**src/rtl/tis_exec_node.sv**
```systemverilog
// Execute stage of one TIS-100 node: owns ACC/BAK, runs neighbour-port handshakes
// and hands PC control (pc_en/pc_op/jmp_off) back to instr_rom.
//
// state      | meaning
// FETCH      | bubble while instr_rom output settles; pc_en pulse lands here
// EXEC       | decode instr; commit, or start a port read/write
// READ_WAIT  | in_ready[src dir] high until neighbour delivers
// WRITE_WAIT | out_valid[dst dir] high until neighbour accepts
module tis_exec_node #(
    parameter int VMAX = 999,
    parameter int W    = 11
) (
    input  logic           clk,
    input  logic           reset,
    input  logic [20:0]    instr,
    output logic           pc_en,
    output logic [3:0]     pc_op,
    output logic [W-1:0]   acc,
    output logic [W-1:0]   jmp_off,
    input  logic [4*W-1:0] in_data,
    input  logic [3:0]     in_valid,
    output logic [3:0]     in_ready,
    output logic [W-1:0]   out_data,
    output logic [3:0]     out_valid,
    input  logic [3:0]     out_ready
);

    typedef enum logic [1:0] {FETCH, EXEC, READ_WAIT, WRITE_WAIT} state_t;

    localparam logic [3:0] OP_MOV = 4'd1;
    localparam logic [3:0] OP_SWP = 4'd2;
    localparam logic [3:0] OP_SAV = 4'd3;
    localparam logic [3:0] OP_ADD = 4'd4;
    localparam logic [3:0] OP_SUB = 4'd5;
    localparam logic [3:0] OP_NEG = 4'd6;
    localparam logic [3:0] OP_JMP = 4'd7;
    localparam logic [3:0] OP_JLZ = 4'd11;
    localparam logic [3:0] OP_JRO = 4'd12;

    localparam logic signed [W:0] VMAX_E = (W+1)'(VMAX);

    state_t state, state_nxt;
    logic signed [W-1:0] acc_q, acc_nxt, bak_q, bak_nxt;
    logic                pc_en_nxt;
    logic [3:0]          pc_op_nxt;
    logic [W-1:0]        jmp_off_nxt, out_data_nxt;

    logic [3:0]          op;
    logic [2:0]          src, dst;
    logic signed [W-1:0] imm, port_val, src_val;
    logic signed [W:0]   acc_ext, src_ext;
    logic [1:0]          src_dir, dst_dir;
    logic                src_is_port, dst_is_port, uses_src, writes_port;

    function automatic logic signed [W-1:0] sat(input logic signed [W:0] x);
        logic signed [W:0] r;
        r = x;
        if (x > VMAX_E)
            r = VMAX_E;
        else if (x < -VMAX_E)
            r = -VMAX_E;
        return r[W-1:0];
    endfunction

    assign op  = instr[20:17];
    assign src = instr[16:14];
    assign dst = instr[13:11];
    assign imm = W'($signed(instr[10:0]));

    always_comb begin
        src_is_port = 1'b1;
        src_dir     = 2'd0;
        case (src)
            3'd3: src_dir = 2'd0;
            3'd4: src_dir = 2'd1;
            3'd5: src_dir = 2'd2;
            3'd6: src_dir = 2'd3;
            default: src_is_port = 1'b0;
        endcase
        dst_is_port = 1'b1;
        dst_dir     = 2'd0;
        case (dst)
            3'd2: dst_dir = 2'd0;
            3'd3: dst_dir = 2'd1;
            3'd4: dst_dir = 2'd2;
            3'd5: dst_dir = 2'd3;
            default: dst_is_port = 1'b0;
        endcase
    end

    // Only instructions that consume a source may stall on a read port.
    assign uses_src    = (op == OP_MOV) || (op == OP_ADD) || (op == OP_SUB) || (op == OP_JRO);
    assign writes_port = (op == OP_MOV) && dst_is_port;
    assign port_val    = in_data[src_dir*W +: W];

    always_comb begin
        case (src)
            3'd0:    src_val = imm;
            3'd1:    src_val = acc_q;
            3'd3, 3'd4, 3'd5, 3'd6: src_val = port_val;
            default: src_val = '0;
        endcase
    end

    assign acc_ext = {acc_q[W-1], acc_q};
    assign src_ext = {src_val[W-1], src_val};

    always_comb begin
        state_nxt    = state;
        acc_nxt      = acc_q;
        bak_nxt      = bak_q;
        pc_en_nxt    = 1'b0;
        pc_op_nxt    = 4'd0;
        jmp_off_nxt  = '0;
        out_data_nxt = out_data;

        case (state)
            FETCH: state_nxt = EXEC;
            EXEC: begin
                if (uses_src && src_is_port) begin
                    state_nxt = READ_WAIT;
                end else if (writes_port) begin
                    out_data_nxt = src_val;
                    state_nxt    = WRITE_WAIT;
                end else begin
                    state_nxt = FETCH;
                    pc_en_nxt = 1'b1;
                end
            end
            READ_WAIT: begin
                if (in_valid[src_dir]) begin
                    if (writes_port) begin
                        out_data_nxt = port_val;
                        state_nxt    = WRITE_WAIT;
                    end else begin
                        state_nxt = FETCH;
                        pc_en_nxt = 1'b1;
                    end
                end
            end
            WRITE_WAIT: begin
                if (out_ready[dst_dir]) begin
                    state_nxt = FETCH;
                    pc_en_nxt = 1'b1;
                end
            end
            default: state_nxt = FETCH;
        endcase

        // A pc_en pulse out of EXEC/READ_WAIT is exactly the commit point.
        if (pc_en_nxt && state != WRITE_WAIT) begin
            case (op)
                OP_MOV: if (dst == 3'd0) acc_nxt = sat(src_ext);
                OP_SWP: begin
                    acc_nxt = bak_q;
                    bak_nxt = acc_q;
                end
                OP_SAV: bak_nxt = acc_q;
                OP_ADD: acc_nxt = sat(acc_ext + src_ext);
                OP_SUB: acc_nxt = sat(acc_ext - src_ext);
                OP_NEG: acc_nxt = sat(-acc_ext);
                OP_JRO: begin
                    pc_op_nxt   = op;
                    jmp_off_nxt = src_val;
                end
                default: begin
                    if (op >= OP_JMP && op <= OP_JLZ) begin
                        pc_op_nxt   = op;
                        jmp_off_nxt = imm;
                    end
                end
            endcase
        end
    end

    always_ff @(posedge clk or posedge reset) begin
        if (reset) begin
            state    <= FETCH;
            acc_q    <= '0;
            bak_q    <= '0;
            pc_en    <= 1'b0;
            pc_op    <= 4'd0;
            jmp_off  <= '0;
            out_data <= '0;
        end else begin
            state    <= state_nxt;
            acc_q    <= acc_nxt;
            bak_q    <= bak_nxt;
            pc_en    <= pc_en_nxt;
            pc_op    <= pc_op_nxt;
            jmp_off  <= jmp_off_nxt;
            out_data <= out_data_nxt;
        end
    end

    assign acc       = acc_q;
    assign in_ready  = (state == READ_WAIT)  ? (4'b0001 << src_dir) : 4'b0000;
    assign out_valid = (state == WRITE_WAIT) ? (4'b0001 << dst_dir) : 4'b0000;

endmodule
```
**config.mk**
```make
export PLATFORM = sky130hd
export DESIGN_NAME = tis_exec_node
export DESIGN_NICKNAME = d
export VERILOG_FILES = /design/src/rtl/tis_exec_node.sv
export SDC_FILE = /design/constraint.sdc
export NUM_CORES = 1
export LEC_CHECK = 0
export BUFFER_PORTS_ARGS = -buffer_cell sky130_fd_sc_hd__buf_2
export CAP_MARGIN = 20
export CORE_ASPECT_RATIO = 1.25
export CORE_MARGIN = 2
export CORE_UTILIZATION = 30
export CTS_BUF_LIST = sky130_fd_sc_hd__clkbuf_16
export CTS_CLUSTER_DIAMETER = 50
export DETAILED_ROUTE_END_ITERATION = 8
export SLEW_MARGIN = 5
export SYNTH_ARGS = -nofsm -noshare
export SYNTH_HDL_FRONTEND = slang
export SYNTH_SLANG_ARGS = --single-unit
```
**constraint.sdc**
```tcl
create_clock -name clk -period 5.4 [get_ports clk]
set_clock_uncertainty 0.2 [all_clocks]
set_input_delay 0.27 -clock clk [delete_from_list [all_inputs] [get_ports clk]]
set_output_delay 0.27 -clock clk [all_outputs]
set_load 0.01 [all_outputs]
```
==> metrics.md <==
| Metric | Value |
|---|---|
| Power, Total | about 3.4 mW |
| Setup TNS | 0 ps |
| Layout cells sized above 1 | roughly a quarter |
| Ys async rst share | 100.0% |
| Drt pass-1 iters | 5 |
| Diodes inserted | 0 |
| Total CTS buffers | 5 |
| Number of max-cap violations | 0 |
| Pin count of the biggest net entering global routing | 52 |
| Max-slew headroom | 42.54% |
| Initial core utilization | 30.73% |
| Hold Vio Cnt, Final | 0 |
| CTS Root Cell | clkbuf_16 |
| CP max-delay cell | a221oi_1 |
| Die width | 123.8 um |
| Clk sinks | 51 |
| Final Util | 36.76% |
| Tcrit/Tclk final | 88.68% |
| Total die area | 19,020 um^2 |
| Storage element area | around 1300 um^2 |
| Worst slew pin tran | 862.0 ps |
| Boundary Pins | 121 |
| Vias per cell | 5.640 |
| Outcome | complete, no violations |
| Detailed placement HPWL | around 15 mm |
| Worst EP arrival | 4780 ps |
| Clock-pin slew on the worst setup and hold paths | approximately 70 ps |
| Mean area per synthesized cell | 7.874 um^2 |
| Rows | 54 |
| Worst path top cell family by delay | compound AO/OA/AOI/OAI gates |
| Placer Congestion | 0.9503 |
| # fillers | ~1,800 |
| Sequential cell area fraction in the yosys report | a little under a quarter |
| Worst Setup Slack, final | 611.3 ps |
| I/O Buffers | 120 |
| Worst Path Buf+Inv | 2 |
| ANT nets after route | 0 |
| Iter 0 DRT Violations | 568 |
| Critical path fanouts, max | 22 |
| Warnings from Yosys | 0 |
| P per Cell Area | 521.1 nW/um^2 |
| Dpl ws | 481.2 ps |
| Fmax | 0.2088 GHz |
| WP data required | approximately 5400 ps |
| Final instance area | 6432 um^2 |
| Final Critical Period | 4789 ps |
| P_leak | 2.889 nW |
| Multi-input gate area | about 3800 um^2 |
| H-tree lvl count | 2 |
| Yosys top cell area share | 23.73% |
| Critical Path Start Type | input pin |
| Die Ht | 153.7 um |
| #FFs+latches synth | 51 |
| Post-Synthesis Cells | 683 |
| CP endpoint kind | register |
| All-Layer GR Usage | 20.45% |
| Nets | 893 |
| Number of synthesized flops with an enable pin | 0 |
| Area growth, synth to finish | 19.61% |
| Cell taking the most area after synthesis | dfrtp_1 |
| Via count | between 5,000 and 6,000 |
| Core box area | around 17,000 um^2 |
| Max Buffers Root-to-Sink | 2 |
| Post-Syn Area | 5378 um^2 |
| Placement Cell Area | 6233 um^2 |
| Wire per inst | between 15 and 20 um |
| Clock Latency Late Sink | 290 ps |
| Min-Delay Path Class | input pin to register |
| Postcts setup bufs | 0 |
| CTS tree | built |
| Initial antenna violation count | 0 |
| Grt total ovfl | 0 |
| Vias in the first global route | between 5,000 and 6,000 |
| Crit Path Class | input pin to register |
| PostCTS Resize Cnt | 0 |
| DR DRC count | 0 |
| Slowest stage delay, CP | 500 ps |
| Largest cells by area after synthesis | dfrtp_1 24%, ha_1 6.0%, nor2_1 5.1%, nand2_1 4.8%, mux2i_1 3.4% |
| Drt total wl | around 19 mm |
| Cell variety after synth | 87 |
| Top FF cell, synth | dfrtp_1 |
| Unrepaired setup endpoints after global routing | false |
| Syn_nets | 786 |
| Worst-path cell chain | buf_2 > and2_1 > a21oi_1 > o22ai_1 > inv_1 > ha_1 > nor2b_1 > a221oi_1 > a31oi_1 > xnor2_1 > o2111ai_1 > nor4_1 > or2_1 > a221oi_4 > a221oi_2 |
| Slew Limit Fails | 0 |
| Setup Viol. Count Final | 0 |
| Worst-case vdd ir drop | 0.1737 mV |
| Global-route wire length before repair | 30.12 mm |
==> tightest hold or removal path, stage by stage <==
cell and delay (ps):
buf_2 100, a22oi_1 70, nor2_1 80
==> per-stage QoR <==
| stage | hold slack (ps) | cells |
|---|---|---|
| after floorplan | 240.2 | 683 |
| after global placement | 262.4 | 1006 |
| after detailed placement | 265.7 | 1006 |
| after CTS | 69.97 | 1015 |
| after global routing | 94.45 | 1015 |
| final | 66.87 | 1015 |
==> layout by cell type (no fill, tap or decap), drive strengths merged, types with 7 or more instances in the layout <==
| cell type | count |
|---|---|
| nand2 | 69 |
| a211oi | 13 |
| dfrtp | 51 |
| o211ai | 9 |
| a221oi | 12 |
| a31oi | 9 |
| xnor2 | 20 |
| nand3 | 8 |
| a22oi | 12 |
| mux2i | 18 |
| nor2b | 12 |
| a21boi | 7 |
| or2 | 9 |
| mux2 | 14 |
| nand2b | 16 |
| nor2 | 74 |
| xor2 | 7 |
| ha | 26 |
| o22ai | 12 |
| buf | 142 |
| a21oi | 33 |
| nor3 | 23 |
| o21ai | 46 |
| inv | 38 |
==> registers in the layout, indices dropped and copies added, names as in the netlist <==
| name | flops |
|---|---|
| acc | 11 |
| out_data | 11 |
| state | 2 |
| pc_en | 1 |
| pc_op | 4 |
| jmp_off | 11 |
| bak_q | 11 |
==> cell usage after synthesis (8+ instances only) <==
cell type / instances
nor2b_1: 12
nand3_1: 8
a31oi_1: 9
nand2_1: 69
a211oi_1: 12
dfrtp_1: 51
o21ai_1: 20
mux2_1: 8
o211ai_1: 9
a21oi_1: 32
nor2_1: 73
mux2i_1: 18
inv_1: 33
xnor2_1: 20
nand2b_1: 16
buf_2: 12
o22ai_1: 12
clkbuf_1: 26
ha_1: 26
a22oi_1: 12
o21ai_0: 26
nor3_1: 23
==> final cells by class <==
cell class | instances | area share (%)
clock buffers | 5 | 1.945
well taps | 224 | 4.357
inverters | 37 | 2.159
repair buffers | 143 | 12.06
flip-flops and latches | 51 | 19.84
multi-input cells | 552 | 58.65
clock inverters | 3 | 0.9920
==> where the power goes <==
part / leakage [nW] / internal (mW) / switching [mW]
registers: 0.661 / 0.521 / 0.117
clock network: 0.0952 / 0.264 / 0.149
logic: 2.13 / 0.858 / 1.44
total: 2.89 / 1.64 / 1.71
==> cell families (layout without fill, tap and decap cells) <==
group / Yosys count / in the layout / synth area share, %
compound gates: 217 / 217 / 29.55
xor+xnor: 27 / 27 / 4.397
fa+ha+maj: 28 / 28 / 6.794
buf+inv: 80 / 188 / 6.212
flops: 51 / 51 / 23.73
mux: 33 / 33 / 6.701
simple gates: 247 / 247 / 22.62
==> routing by layer <==
metal	GRT usage [%]	share of wire [%]	up-vias
met3	2.671	6.0	58
met5	0	0	-
met1	25.03	40	2692
li1	-	-	2732
met2	34.67	48	243
met4	10.23	5.3	0
==> final timing paths <==
kind,startpoint,to,slack (ps),depth (start not counted)
max in group asynchronous,reset,jmp_off[8],4020,4
worst max register to register,acc[3],acc[6],820,15
worst min-delay path,instr[5],jmp_off[5],70,3
min in group asynchronous,reset,pc_op[2],500,4
worst min register to register,out_data[10],out_data[10],280,2
worst max-delay path,instr[14],acc[6],610,15
==> repair_timing <==
| action | CTS | global route |
|---|---|---|
| setup endpoints to repair | 0 | 0 |
| hold endpoints to repair | 40 | 0 |
| hold buffers | 1 | 0 |
Power figures use the tool's default switching activity.
